**config.mk**
```make
export PLATFORM = sky130hd
export DESIGN_NAME = wide_uart_host
export DESIGN_NICKNAME = d
export VERILOG_FILES = /design/src/rtl/wide_uart_host.sv
export SDC_FILE = /design/constraint.sdc
export NUM_CORES = 1
export LEC_CHECK = 0
export BUFFER_PORTS_ARGS = -buffer_cell sky130_fd_sc_hd__buf_2
export CAP_MARGIN = 20
export CORE_ASPECT_RATIO = 2
export CORE_MARGIN = 1.5
export CORE_UTILIZATION = 40
export CTS_CLUSTER_SIZE = 25
export DETAILED_ROUTE_END_ITERATION = 7
export PLACE_DENSITY = 0.64
export SLEW_MARGIN = 20
export SYNTH_ARGS = -nofsm -noshare
export SYNTH_HDL_FRONTEND = slang
export SYNTH_SLANG_ARGS = --single-unit
```
**constraint.sdc**
```tcl
create_clock -name masterClock -period 3.35 [get_ports masterClock]
set_input_delay 0.335 -clock masterClock [delete_from_list [all_inputs] [get_ports masterClock]]
set_output_delay 0.335 -clock masterClock [all_outputs]
set_load 0.05 [all_outputs]
```
**src/rtl/wide_uart_host.sv**
```systemverilog
// Wide-UART initiator: sends control + WIDTH payload bytes, then collects status + WIDTH reply bytes.
// Define WIDE_UART_HOST_PARITY_EN for 8E1 framing in both directions (default 8N1).
module wide_uart_host #(
  parameter int unsigned CLOCK_SCALE = 26,
  parameter int unsigned WIDTH       = 5,
  parameter int unsigned TIMEOUT     = 1200000
) (
  input  logic                 masterClock,
  input  logic                 reset,
  input  logic                 rx,
  output logic                 tx,
  input  logic                 start,
  input  logic [7:0]           control,
  input  logic [8*WIDTH-1:0]   outputData,
  output logic                 busy,
  output logic [7:0]           status,
  output logic [8*WIDTH-1:0]   inputData,
  output logic                 responseValid,
  output logic                 timeout,
  output logic                 frameError
);

  localparam int unsigned BIT_CLKS = 4 * CLOCK_SCALE;
`ifdef WIDE_UART_HOST_PARITY_EN
  localparam int unsigned BITS = 11;
`else
  localparam int unsigned BITS = 10;
`endif
  localparam int unsigned FW = 8 * (WIDTH + 1);
  localparam int unsigned CW = $clog2(BIT_CLKS);
  localparam int unsigned BW = $clog2(BITS);
  localparam int unsigned YW = $clog2(WIDTH + 1);
  localparam int unsigned TW = $clog2(TIMEOUT);

  typedef enum logic [1:0] {S_IDLE, S_SEND, S_WAIT, S_RECV} state_t;

  state_t               r_state, w_next;
  logic [CW-1:0]        r_clk_cnt;
  logic [BW-1:0]        r_bit_idx;
  logic [YW-1:0]        r_byte_idx;
  logic [TW-1:0]        r_to_cnt;
  logic [FW-1:0]        r_tx_buf;
  logic [7:0]           r_rx_sh;
  logic [7:0]           r_status_sh, r_status;
  logic [8*WIDTH-1:0]   r_data_sh, r_data;
  logic                 r_rx_s1, r_rx_s2, r_rx_prev;
  logic                 r_resp_valid, r_timeout, r_frame_err;
`ifdef WIDE_UART_HOST_PARITY_EN
  logic                 r_par_err;
`endif

  logic       w_rx, w_fall, w_bit_end, w_half, w_last_bit, w_last_byte, w_to, w_accept, w_stop_ok;
  logic [7:0] w_cur;

  assign w_rx        = r_rx_s2;
  assign w_fall      = r_rx_prev & ~r_rx_s2;
  assign w_bit_end   = (r_clk_cnt == CW'(BIT_CLKS - 1));
  assign w_half      = (r_clk_cnt == CW'(2 * CLOCK_SCALE - 1));
  assign w_last_bit  = (r_bit_idx == BW'(BITS - 1));
  assign w_last_byte = (r_byte_idx == YW'(WIDTH));
  assign w_to        = (r_to_cnt == TW'(TIMEOUT - 1));
  assign w_accept    = start & (r_state == S_IDLE) & ~r_resp_valid;
  assign w_cur       = r_tx_buf[FW-1 -: 8];
`ifdef WIDE_UART_HOST_PARITY_EN
  assign w_stop_ok   = w_rx & ~r_par_err;
`else
  assign w_stop_ok   = w_rx;
`endif

  assign status        = r_status;
  assign inputData     = r_data;
  assign responseValid = r_resp_valid;
  assign timeout       = r_timeout;
  assign frameError    = r_frame_err;

  always_ff @(posedge masterClock or negedge reset) begin
    if (!reset) begin
      r_rx_s1   <= 1'b1;
      r_rx_s2   <= 1'b1;
      r_rx_prev <= 1'b1;
    end else begin
      r_rx_s1   <= rx;
      r_rx_s2   <= r_rx_s1;
      r_rx_prev <= r_rx_s2;
    end
  end

  always_ff @(posedge masterClock or negedge reset) begin
    if (!reset) r_state <= S_IDLE;
    else        r_state <= w_next;
  end

  always_comb begin
    w_next = r_state;
    case (r_state)
      S_IDLE: if (w_accept) w_next = S_SEND;
      S_SEND: if (w_bit_end && w_last_bit && w_last_byte) w_next = S_WAIT;
      S_WAIT: begin
        if (w_to)        w_next = S_IDLE;
        else if (w_fall) w_next = S_RECV;
      end
      S_RECV: begin
        if (r_bit_idx == '0) begin
          if (w_half && w_rx) w_next = S_WAIT;
        end else if (w_bit_end && w_last_bit) begin
          w_next = (w_stop_ok && !w_last_byte) ? S_WAIT : S_IDLE;
        end
      end
      default: w_next = S_IDLE;
    endcase
  end

  always_comb begin
    busy = (r_state != S_IDLE);
    tx   = 1'b1;
    if (r_state == S_SEND) begin
      if (r_bit_idx == '0)            tx = 1'b0;
      else if (r_bit_idx <= BW'(8))   tx = w_cur[3'(r_bit_idx - 1'b1)];
`ifdef WIDE_UART_HOST_PARITY_EN
      else if (r_bit_idx == BW'(9))   tx = ^w_cur;
`endif
    end
  end

  always_ff @(posedge masterClock or negedge reset) begin
    if (!reset) begin
      r_clk_cnt    <= '0;
      r_bit_idx    <= '0;
      r_byte_idx   <= '0;
      r_to_cnt     <= '0;
      r_tx_buf     <= '0;
      r_rx_sh      <= '0;
      r_status_sh  <= '0;
      r_data_sh    <= '0;
      r_status     <= '0;
      r_data       <= '0;
      r_resp_valid <= 1'b0;
      r_timeout    <= 1'b0;
      r_frame_err  <= 1'b0;
`ifdef WIDE_UART_HOST_PARITY_EN
      r_par_err    <= 1'b0;
`endif
    end else begin
      r_resp_valid <= 1'b0;
      r_timeout    <= 1'b0;
      r_frame_err  <= 1'b0;
      case (r_state)
        S_IDLE: begin
          r_clk_cnt  <= '0;
          r_bit_idx  <= '0;
          r_byte_idx <= '0;
          if (w_accept) r_tx_buf <= {control, outputData};
        end
        S_SEND: begin
          r_to_cnt  <= '0;
          r_clk_cnt <= w_bit_end ? '0 : r_clk_cnt + 1'b1;
          if (w_bit_end) begin
            if (w_last_bit) begin
              r_bit_idx  <= '0;
              r_byte_idx <= w_last_byte ? '0 : r_byte_idx + 1'b1;
              r_tx_buf   <= r_tx_buf << 8;
            end else begin
              r_bit_idx <= r_bit_idx + 1'b1;
            end
          end
        end
        S_WAIT: begin
          r_clk_cnt <= '0;
          r_bit_idx <= '0;
          if (!w_to) r_to_cnt  <= r_to_cnt + 1'b1;
          else       r_timeout <= 1'b1;
        end
        S_RECV: begin
          // timeout keeps running through a byte so a glitch-return to WAIT resumes the count
          if (!w_to) r_to_cnt <= r_to_cnt + 1'b1;
          r_clk_cnt <= (w_bit_end || (r_bit_idx == '0 && w_half)) ? '0 : r_clk_cnt + 1'b1;
          if (r_bit_idx == '0) begin
            if (w_half && !w_rx) r_bit_idx <= BW'(1);
          end else if (w_bit_end) begin
            r_bit_idx <= r_bit_idx + 1'b1;
            if (r_bit_idx <= BW'(8)) r_rx_sh <= {w_rx, r_rx_sh[7:1]};
`ifdef WIDE_UART_HOST_PARITY_EN
            if (r_bit_idx == BW'(9)) r_par_err <= w_rx ^ (^r_rx_sh);
`endif
            if (w_last_bit) begin
              r_bit_idx <= '0;
              if (w_stop_ok) begin
                r_to_cnt <= '0;
                if (r_byte_idx == '0) r_status_sh <= r_rx_sh;
                else                  r_data_sh   <= {r_data_sh[8*WIDTH-9:0], r_rx_sh};
                if (w_last_byte) begin
                  r_status     <= r_status_sh;
                  r_data       <= {r_data_sh[8*WIDTH-9:0], r_rx_sh};
                  r_resp_valid <= 1'b1;
                  r_byte_idx   <= '0;
                end else begin
                  r_byte_idx <= r_byte_idx + 1'b1;
                end
              end else begin
                r_frame_err <= 1'b1;
              end
            end
          end
        end
        default: ;
      endcase
    end
  end

endmodule

```
; After elaboration in Yosys (flattened, before gate mapping)
; Index checks and enable logic that the tools add are counted.
[totals]
ff_bits = 187
input_bits = 52
elab_cells = 128
[classes]
addsub = 5
order_cmp = 2
n_eq_ne = 20
n_mux = 53
n_bitwise = 7
reduce_logical = 24
[op_table]
columns = op, n
row1 = two-way mux 48 bit, 3
row2 = two-way mux 21 bit, 5
row3 = case mux 48 bit (2 select lines), 1
row4 = case mux 21 bit (3 select lines), 1
row5 = adder 21 x 1 -> 21 bit (second input constant), 1
row6 = equality test 21 bit (second input constant), 1
row7 = two-way mux 3 bit, 7
row8 = case mux 7 bit (3 select lines), 1
row9 = AND reduction 6 bit, 3
row10 = two-way mux 1 bit, 17
row11 = two-way mux 2 bit, 8
row12 = two-way mux 4 bit, 4
row13 = inequality test 2 bit (second input constant), 8
row14 = two-way mux 7 bit, 2
row15 = inequality test 3 bit (second input constant), 4
row16 = case mux 4 bit (3 select lines), 1
row17 = case mux 3 bit (3 select lines), 1
row18 = case mux 2 bit (4 select lines), 1
row19 = AND reduction 4 bit, 2
row20 = adder 7 x 1 -> 7 bit (second input constant), 1
row21 = equality test 7 x 6 -> 1 bit (second input constant), 1
row22 = equality test 7 bit (second input constant), 1
row23 = AND reduction 7 bit, 1
row24 = logical AND 1 bit, 6
row25 = other kinds (21), 30

; Logic depth before layout (Yosys ltp)
; Gate-level depths: netlist (run 1).
[logic_depth]
word_depth = 7
ltp_mapped = 9
depth_no_buf = 7

; Worst setup path before layout (run 1)
; Ideal clock, no wire load.
[synth_timing]
kind = register to output
start = register r_bit_idx[0]
end = output port tx
t_arrival_ps = 2388
t_required_ps = 3015
slack_ps = 627
stages_incl_launch_ff = 8
n_path_buf = 0
path_cell_list = dfrtp_1 inv_1 ha_1 mux4_2 o22ai_1 nor2_1 nor2_1 o21ai_0
[synth_between]
elab_chain_cells = 6
word_cells_on_any_way = 8
classes_between = add/sub: 1 / order compare: 1 / mux: 5 / reduce/logical: 1
[synth_rtl]
columns = element, line
row1 = "start, declared", 39  ; logic [BW-1:0] r_bit_idx;
row2 = "start signal, assigned", 163  ; r_bit_idx <= r_bit_idx + 1'b1;
row3 = "start signal, assigned", 180  ; r_bit_idx <= r_bit_idx + 1'b1;
row4 = subtractor 3 x 1 -> 3 bit, 118  ; else if (r_bit_idx <= BW'(8)) tx = w_cur[3'(r_bit_idx - 1'b1)];
row5 = binary-select mux 1 bit (select 3 bit), 118
row6 = two-way mux 1 bit (implied by the code), 118
row7 = two-way mux 1 bit, 118
row8 = two-way mux 1 bit (*), 117  ; if (r_bit_idx == '0) tx = 1'b0;
row9 = two-way mux 1 bit (*), 116  ; if (r_state == S_SEND) begin
row10 = "end, declared", 11  ; output logic tx,
; Every way passes the cells marked *; elsewhere a longest branch is shown, timed or not. The select of a mux whose other input is x is not followed.

; Final worst setup path (run 1)
[layout_timing]
start = register r_state[0]
end = output port tx
[layout_between]
elab_chain_cells = 2
[layout_rtl]
columns = element, line
row1 = "start, declared", 37  ; state_t r_state, w_next;
row2 = "start signal, assigned", 90  ; else r_state <= w_next;
row3 = equality test 2 x 1 -> 1 bit, 116
row4 = two-way mux 1 bit, 116
; No other way between the ends.

==> results.md, run 1 <==
- The number of endpoints with negative hold slack in the final report is 3.
- Among all flip-flop cells after synthesis, the most frequent one is dfrtp_1.
- The total of cells resized after clock tree synthesis is 0.
- The final max-slew violation count came to 0.
- The share of total power dissipated in combinational logic is 8.4%.
- The number of maximum-capacitance constraint violations is 0.
- The initial antenna violation count was 0.
- TritonCTS built the clock tree.
- The number of flops mapped to enable cells by yosys is 0.
- The filler cell count is 1902.
- The number of clock buffers added by TritonCTS is 17.
- The slew at the pin with the worst max-slew slack is roughly 0.97 ns.
- The worst register-to-register path ends at inputData[4].
- Summing the areas of all xor and xnor instances in the mapped netlist gives 0.954% of the synthesized area.
- Leaving out fill and tap cells, the most frequent cell in the layout is dfrtp_1.
- In this run the clock root is driven by a clkbuf_16.
- The post-route fraction of the period consumed by the critical path is 84.6%.
- The number of design-rule violations left by the first detailed-router iteration is 224.
- Net switching is 26.9% of the power.
- The number of warnings reported in the yosys synthesis log is 0.
- The number of unique standard cell types used by synthesis is 62.
- The number of nets in the layout is 847.
- In the final layout, the share of cells above drive strength 1 is 32.8%.
- CTS built an H-tree with a depth of 4.
- Global routing finished with a remaining overflow of 0.
- The setup TNS is 0 ns.
- The number of placement rows is 74.
- The count of antenna diodes in the layout is 0.
- In this run the standard cell core region covers 20400 um^2.
- Setup violations remaining at the end of the flow were counted as 0.
- After synthesis the netlist holds a flip-flop and latch count of 187.
- The global routing usage summed across all routing layers is 16.4%.
- The cell type of the slowest stage on the worst timing path is dfrtp_1.
- The worst-case reg-to-reg path depth is 6.
- The critical path data required time is between 3 and 4 ns.
- The kind of cell with the highest combined delay on the critical path is buffers and inverters.
- After Yosys synthesis, and, or, nand and nor cells account for 10.5% of the synthesized area.
- The largest single stage delay on the critical path is 0.59 ns.
- In the routed design, unresolved DRC markers number 0.
- In this run the critical register-to-register path is launched from r_bit_idx[0].
- Setup repair after global routing left no endpoint under its margin.
- Dividing the detail-routed via count by the number of cells gives between 5 and 6.
- The length of the first detailed-routing pass in iterations is 4.
- The internal power contribution is 3.58 mW.
- STA classifies the critical path endpoint as a primary output.
- In the synthesized netlist, mux cells make up 19.1% of the area.
- The x dimension of the die is roughly 100 um.
- The area growth from synthesis to final layout is 17.2%.
- The post-layout utilization of the core is 47.6%.
- The clock-pin transition on the worst setup and hold timing paths is 0.07 ns.
- In the layout the commonest cells are dfrtp_1 (184), buf_2 (103), mux2_2 (88).
- The insertion delay to the later sink of the worst-skew pair is approximately 0.43 ns.
- In this run the static leakage power is 5.02 nW.
- The fraction of the mapped netlist area in compound gates is 9.01%.
- IR analysis of the VDD net gives a maximum drop of just under 0.3 mV.
- The clock sink count is around 190.
- The number of nets in the synthesized netlist is between 700 and 800.
- Measured against its own limit, the worst slew margin works out to 34.9%.
- The net switching power is 1.32 mW.
- The synthesized cell area is 8260 um^2.
- The synthesized area divided by synthesized cell count is 12.0 um^2.
- For this configuration, the core starts out at a cell density of between 40% and 50%.
- The critical path arrival is 2.50 ns.
- The number of placed I/O pins is 105.
- In this run the register-to-register setup slack is 0.71 ns.
- The clock period minus worst slack is 2.84 ns.
- Detailed routing inserted a total of 5508 vias.
- For met2 alone, demand over resource in global routing was 30.7%.
- No sink is reached through more buffers than the 2 on the longest clock path.
- The remaining antenna violation count after routing is 0.
- Per report_power, the clock group accounts for 40.9% of the total.
- The global routing stage identified its most utilized layer as met2.
- The flow ran to the end, but the final reports show violations.
- The met3 layer usage reported by global route is around 3.2%.
- The critical path goes through clkinv_1, nor2_4, buf_12, o21ai_0, buf_2.
- The total power divided by cell area is 506 nW/um^2.
- The first-pass GRT wire length is 27800 um.
- The critical path buffer and inverter count is 3.
- The clock skew is 0.0177 ns.
- The dominant combinational cell family by area after synthesis is multiplexers.
- Of the total synthesized cell area, the portion taken by full adders, half adders and majority gates is 0.908%.
- The die is 206 um tall.
- Dividing the detail-routed wire length by the instance count gives roughly 16 um.
- The worst hold slack after final layout is -0.0157 ns.
- The fraction of registers with async set or reset after synthesis is 100%.
- After legalization and detailed placement, the total HPWL measured 11800 um.
- The congestion estimate from routability-driven global placement came to 0.785.
- The via count of the first global-routing pass was about 5600.
- The sort of element at the start of the critical path is a register.
- The gate count after technology mapping is 689.
- The met1 usage is 18.0%.
- The checks that failed: hold timing.
- The sequential fraction of the synthesis area is 56.7%.
- The die covers approximately 22000 um^2.
- The type of the setup path with the least slack is reg2out.
- Entering global routing, the biggest net connects 101 pins.
- The type of the tightest min-delay check is in2async.
- The sequential cell fraction of total power is between 50% and 60%.
- The total of buffers placed on input and output ports is 104.
- For this block, the routed nets add up to ~17000 um of wire.
- The maximum fanout count along the critical path is 16.
- Timing would allow up to 353 MHz.
==> worst max path at each step <==
stage / startpoint / endpoint / slack (ns) / depth (start not counted)
floorplan: r_bit_idx[0] / tx / 0.63 / 7
global placement: r_bit_idx[0] / inputData[20] / 0.75 / 6
detailed placement: r_bit_idx[0] / inputData[19] / 0.69 / 6
CTS: r_state[0] / tx / 0.46 / 5
global route: r_state[0] / tx / 0.27 / 5
finish: r_state[0] / tx / 0.51 / 5
==> synthesized netlist by cell type (3+ instances only) <==
cell type | instances | area [um^2]
nand4_1 | 11 | 68.8
a211oi_1 | 4 | 30.0
dfrtp_1 | 184 | 4600
xor2_1 | 5 | 43.8
a21oi_1 | 16 | 80.1
ha_1 | 6 | 75.1
and4_1 | 3 | 26.3
buf_6 | 5 | 56.3
dfstp_2 | 3 | 78.8
nand2_1 | 78 | 293
clkbuf_1 | 9 | 33.8
mux2_2 | 88 | 991
buf_2 | 17 | 85.1
mux2_4 | 9 | 135
xnor2_1 | 4 | 35.0
inv_1 | 11 | 41.3
nor3_1 | 5 | 25.0
nand3_1 | 13 | 65.1
o211ai_1 | 4 | 30.0
mux2i_1 | 41 | 410
nor2_1 | 33 | 124
nand2b_1 | 3 | 18.8
o21ai_0 | 77 | 385
a31oi_1 | 11 | 68.8
==> metal layers <==
layer | wire, um | part of all wire [%] | up-vias
met2 | 9410 | 56 | 110
met1 | 6660 | 39 | 2717
met4 | 299 | 1.8 | 0
met3 | 492 | 2.9 | 19
met5 | 0 | 0 | -
li1 | - | - | 2662
==> kinds of logic (layout without fill, tap and decap cells) <==
family / after synthesis / count (layout)
flip-flops: 187 / 187
AND/OR/NAND/NOR: 173 / 173
multiplexers: 140 / 140
AO/OA/AOI/OAI: 128 / 128
buffers and inverters: 46 / 159
XOR/XNOR: 9 / 9
adder cells (fa/ha/maj): 6 / 6
==> registers in the layout, summed over array words and instances (netlist names), 2 cells and up <==
signal / cells
status: 8
r_status_sh: 8
r_rx_sh: 8
r_byte_idx: 3
r_data_sh: 32
r_state: 2
r_bit_idx: 4
r_to_cnt: 21
inputData: 40
r_tx_buf: 48
r_clk_cnt: 7
==> power by group through the flow <==
stage	registers (mW)	logic (mW)	clock network (mW)
after floorplan	2.49	0.296	0
after global routing	2.50	0.483	2.16
after global placement	2.52	0.414	0
after detailed placement	2.53	0.420	0
after CTS	2.49	0.423	2.07
final	2.48	0.414	2.00
==> repair_timing <==
| item | 4_1_cts | 5_1_grt |
|---|---|---|
| hold buffers | 1 | 0 |
| endpoints found under the hold margin | 1 | 0 |
| setup buffers | 0 | 0 |
==> per-stage QoR <==
| step | area (um^2) | total power [mW] | cells | worst slack (ns) |
|---|---|---|---|---|
| after floorplan | 8260 | 2.78 | 689 | 0.627 |
| after global placement | 9080 | 2.94 | 1035 | 0.752 |
| after detailed placement | 9080 | 2.95 | 1035 | 0.690 |
| after CTS | 9680 | 4.98 | 1068 | 0.457 |
| after global routing | 9690 | 5.14 | 1068 | 0.268 |
| final | 9690 | 4.90 | 1068 | 0.514 |
==> worst reg2reg max path, cell delays in order, from the launching register on <==
cell and delay [ns]:
dfrtp_1 0.50, ha_1 0.28, and3b_1 0.19, and4_1 0.23, nand2_2 0.46, buf_4 0.46, mux2_2 0.41
==> final cells by class <==
type                       count  area [um^2]  share of cell area (%)
sequential                   187         4680                    48.3
inverter                      12         45.0                   0.465
clock inverter                14          156                    1.61
clock buffer                  18          439                    4.53
timing repair buffer         115          664                    6.86
multi-input combinational    456         3370                    34.7
tap                          266          333                    3.44
No activity file was read; power rests on OpenSTA's default activity.
==> inputs of run 2 (changes only) <==
--- a/config.mk
+++ b/config.mk
@@ -12,7 +12,7 @@
 export CORE_UTILIZATION = 40
 export CTS_CLUSTER_SIZE = 25
 export DETAILED_ROUTE_END_ITERATION = 7
-export PLACE_DENSITY = 0.64
+export PLACE_DENSITY = 0.66
 export SLEW_MARGIN = 20
 export SYNTH_ARGS = -nofsm -noshare
 export SYNTH_HDL_FRONTEND = slang
==> constraint.sdc (replaced) <==
create_clock -name masterClock -period 2.3 [get_ports masterClock]
set_input_delay 0.23 -clock masterClock [delete_from_list [all_inputs] [get_ports masterClock]]
set_output_delay 0.23 -clock masterClock [all_outputs]
set_load 0.05 [all_outputs]
==> run 2 against run 1 <==
The run now ends clean. Clock skew decreased by 0.0076 ns. Sequential cell count unchanged. Die area unchanged. First-iteration DRC count increased by 17%. Total power increased by 49%. Critical path type unchanged.
==> results.md, run 2 (synthesis gave the netlist of run 1 again) <==
- The min-delay analysis places its worst path in the category in2reg.
- For the pin with the worst max-slew slack, the measured transition is 0.548 ns.
- The capturing point of the worst reg2reg path is r_status_sh[1].
- The clock sink count is about 190.
- Max-cap violations in this run came to 0.
- For the worst flop-to-flop path, the logic depth is 6.
- The number of placement rows is 74.
- The worst supply voltage drop on vdd is between 0.6 and 0.7 mV.
- The maximum buffer depth of the clock tree is 2.
- The number of clock buffers added by TritonCTS is 17.
- For hold timing, the worst endpoint is r_tx_buf[7].
- The peak clock frequency supported by timing is between 400 and 500 MHz.
- The clock skew is 0.0101 ns.
- The count of antenna diodes in the layout is 0.
- Of the total power, the clock network draws 41.5%.
- The core region is approximately 20000 um^2.
- Summed over all layers, the global routing overflow is 0.
- The maximum fanout count along the critical path is 6.
- For this run, design rule violations remaining after detail routing come to 0.
- The critical path data required time is 2.07 ns.
- In this run, the number of DRC markers left after iteration 0 of detailed routing was 262.
- The startpoint of the worst hold path is outputData[7].
- The setup check on the worst reg-to-reg path leaves a slack of 0.22 ns.
- The fraction of final layout cells sized beyond drive strength 1 is about a third.
- TritonCTS built the clock tree.
- The via density per instance is 5.17.
- Buffers placed on the I/O ports in this run total 104.
- The register name with the most flops is r_tx_buf.
- The total power divided by cell area is 736 nW/um^2.
- The pin count of the biggest net entering global routing is 60.
- The count of nets left with antenna violations once routing finished came out at 0.
- For the worst-skew pair, the clock arrives at the later sink with an insertion delay of approximately 0.43 ns.
- The count of cells along the worst hold path is 3.
- At the worst endpoint, the arrival time is 2.03 ns.
- CTS placed an instance of clkbuf_16 at the clock tree root.
- The overall die area is 21600 um^2.
- The startpoint of the lowest-slack register-to-register path is r_clk_cnt[0].
- The number of endpoints with negative hold slack in the final report is 0.
- The H-tree was split into 4 levels.
- Of the available clock period, the critical path in the final layout requires 98.4%.
- The total non-filler cell area in the finished layout is between 9000 and 10000 um^2.
- The first TritonRoute pass finished after 4 iterations.
- The clock period minus worst slack is 2.26 ns.
- The initial antenna violation count is 0.
- The final instance count without filler cells is around 1100.
- The switching share of power is 25.0%.
- The worst relative slew slack is between 60% and 70%.
- The sequential cell fraction of total power is 49.6%.
- The effective utilization at floorplan is around 41%.
- The die is about 100 um wide.
- The number of nets in the layout is 863.
- The kind of end point of the critical path is a primary output.
- The total routed wirelength is 16600 um.
- Cell internal power was estimated by the tool at approximately 5.5 mW.
- The area growth from synthesis to final layout is 19.7%.
- Setup repair after global routing could not meet its margin everywhere.
- At the end of routability-driven placement, the weighted congestion stood at 0.850.
- The library cell used most frequently in the layout, excluding fill and tap cells, is dfrtp_1.
- The type of the setup path with the least slack is reg2out.
- The number of placed I/O pins is around 110.
- STA classifies the critical path startpoint as a register.
- In the global route stage, overall resource usage came out at 15.9%.
- The first-pass GRT wire length is 27000 um.
- The routed layout has 5601 vias.
- Once detailed placement completed, the half-perimeter wirelength came to 11700 um.
- The total of endpoints with negative setup slack in the final report is 0.
- Once placement finished, the instance area stood at ~9200 um^2.
- Clock-pin slew was measured on the worst setup and hold paths at 0.07 ns.
- The number of placed instances with taps included is between 1000 and 1500.
- In the layout the commonest cells are dfrtp_1 (183), buf_2 (102), mux2_2 (88).
- After detailed routing, the average wire length per cell comes to 15.3 um.
- From bottom edge to top edge, the die measures 206 um.
- The net switching power is 1.82 mW.
- The flow ran to the end, and the final reports show no timing, DRC or antenna violations.
- The via count of the first global-routing pass is 5445.
- The final max-slew violation count is 0.
- The portion of total power attributed to combinational logic is 8.9%.
- The leakage component of the power is around 5.1 nW.
- The number of flip-flops in the largest register is 48.
## run 2: area by class of cell
class	instances	area [um^2]
clock buffers	20	457
clock inverters	12	151
fillers	1861	10500
inverters	12	45.0
multi-input cells	456	3380
flip-flops and latches	187	4680
well taps	266	333
repair buffers	131	847
## run 2: worst max path at each step
stage                            start    endpoint  slack (ns)  cells past startpoint
after floorplan           r_bit_idx[0]          tx        0.06                      7
after global placement    r_bit_idx[0]  r_rx_sh[4]        0.18                      5
after detailed placement  r_bit_idx[0]  r_rx_sh[5]        0.15                      5
after CTS                 r_bit_idx[1]          tx       0.001                      8
after global routing      r_bit_idx[0]          tx       -0.05                      7
final                     r_bit_idx[0]          tx        0.04                      7
## run 2: power by group through the flow
stage | clock, mW | sequential (mW) | combinational [mW]
6_report | 3.02 | 3.62 | 0.647
5_1_grt | 3.25 | 3.64 | 0.736
4_1_cts | 3.09 | 3.62 | 0.635
3_5_place_dp | 0 | 3.69 | 0.599
3_3_place_gp | 0 | 3.69 | 0.585
2_1_floorplan | 0 | 3.62 | 0.432
## run 2: through the flow
stage | setup slack (ns) | utilization (%) | power (mW) | TNS (ns) | hold WS (ns)
3_3_place_gp | 0.182 | 45.3 | 4.27 | 0 | 0.216
4_1_cts | 0.000987 | 48.5 | 7.35 | 0 | 0.0175
6_report | 0.0360 | 48.6 | 7.29 | 0 | 0.0341
3_5_place_dp | 0.148 | 45.3 | 4.29 | 0 | 0.213
5_1_grt | -0.0542 | 48.6 | 7.62 | -0.0542 | 0.0315
2_1_floorplan | 0.0601 | - | 4.06 | 0 | -0.0656
## run 2: repair_timing
| action | in CTS | in global routing |
|---|---|---|
| hold endpoints to repair | 46 | 0 |
| buffers inserted | 2 | 1 |
| gates resized for setup | 3 | 4 |
| setup endpoints to repair | 1 | 1 |
| hold buffers | 2 | 0 |
## run 2: critical path, cell delays in order, from the launching register on
cell	delay [ns]
dfrtp_2	0.38
buf_6	0.13
mux4_2	0.51
a21oi_1	0.19
nor2_1	0.06
nor2_1	0.08
o21ai_1	0.08
buf_6	0.18
## run 2: per-layer routing
layer  vias to the layer above  part of all wire [%]  track usage [%]
met5                         -                     0                0
met4                         0                   1.7             6.26
met3                        19                   4.3             4.19
met2                       123                    55             29.4
met1                      2770                    39             17.1
li1                       2689                     -                -
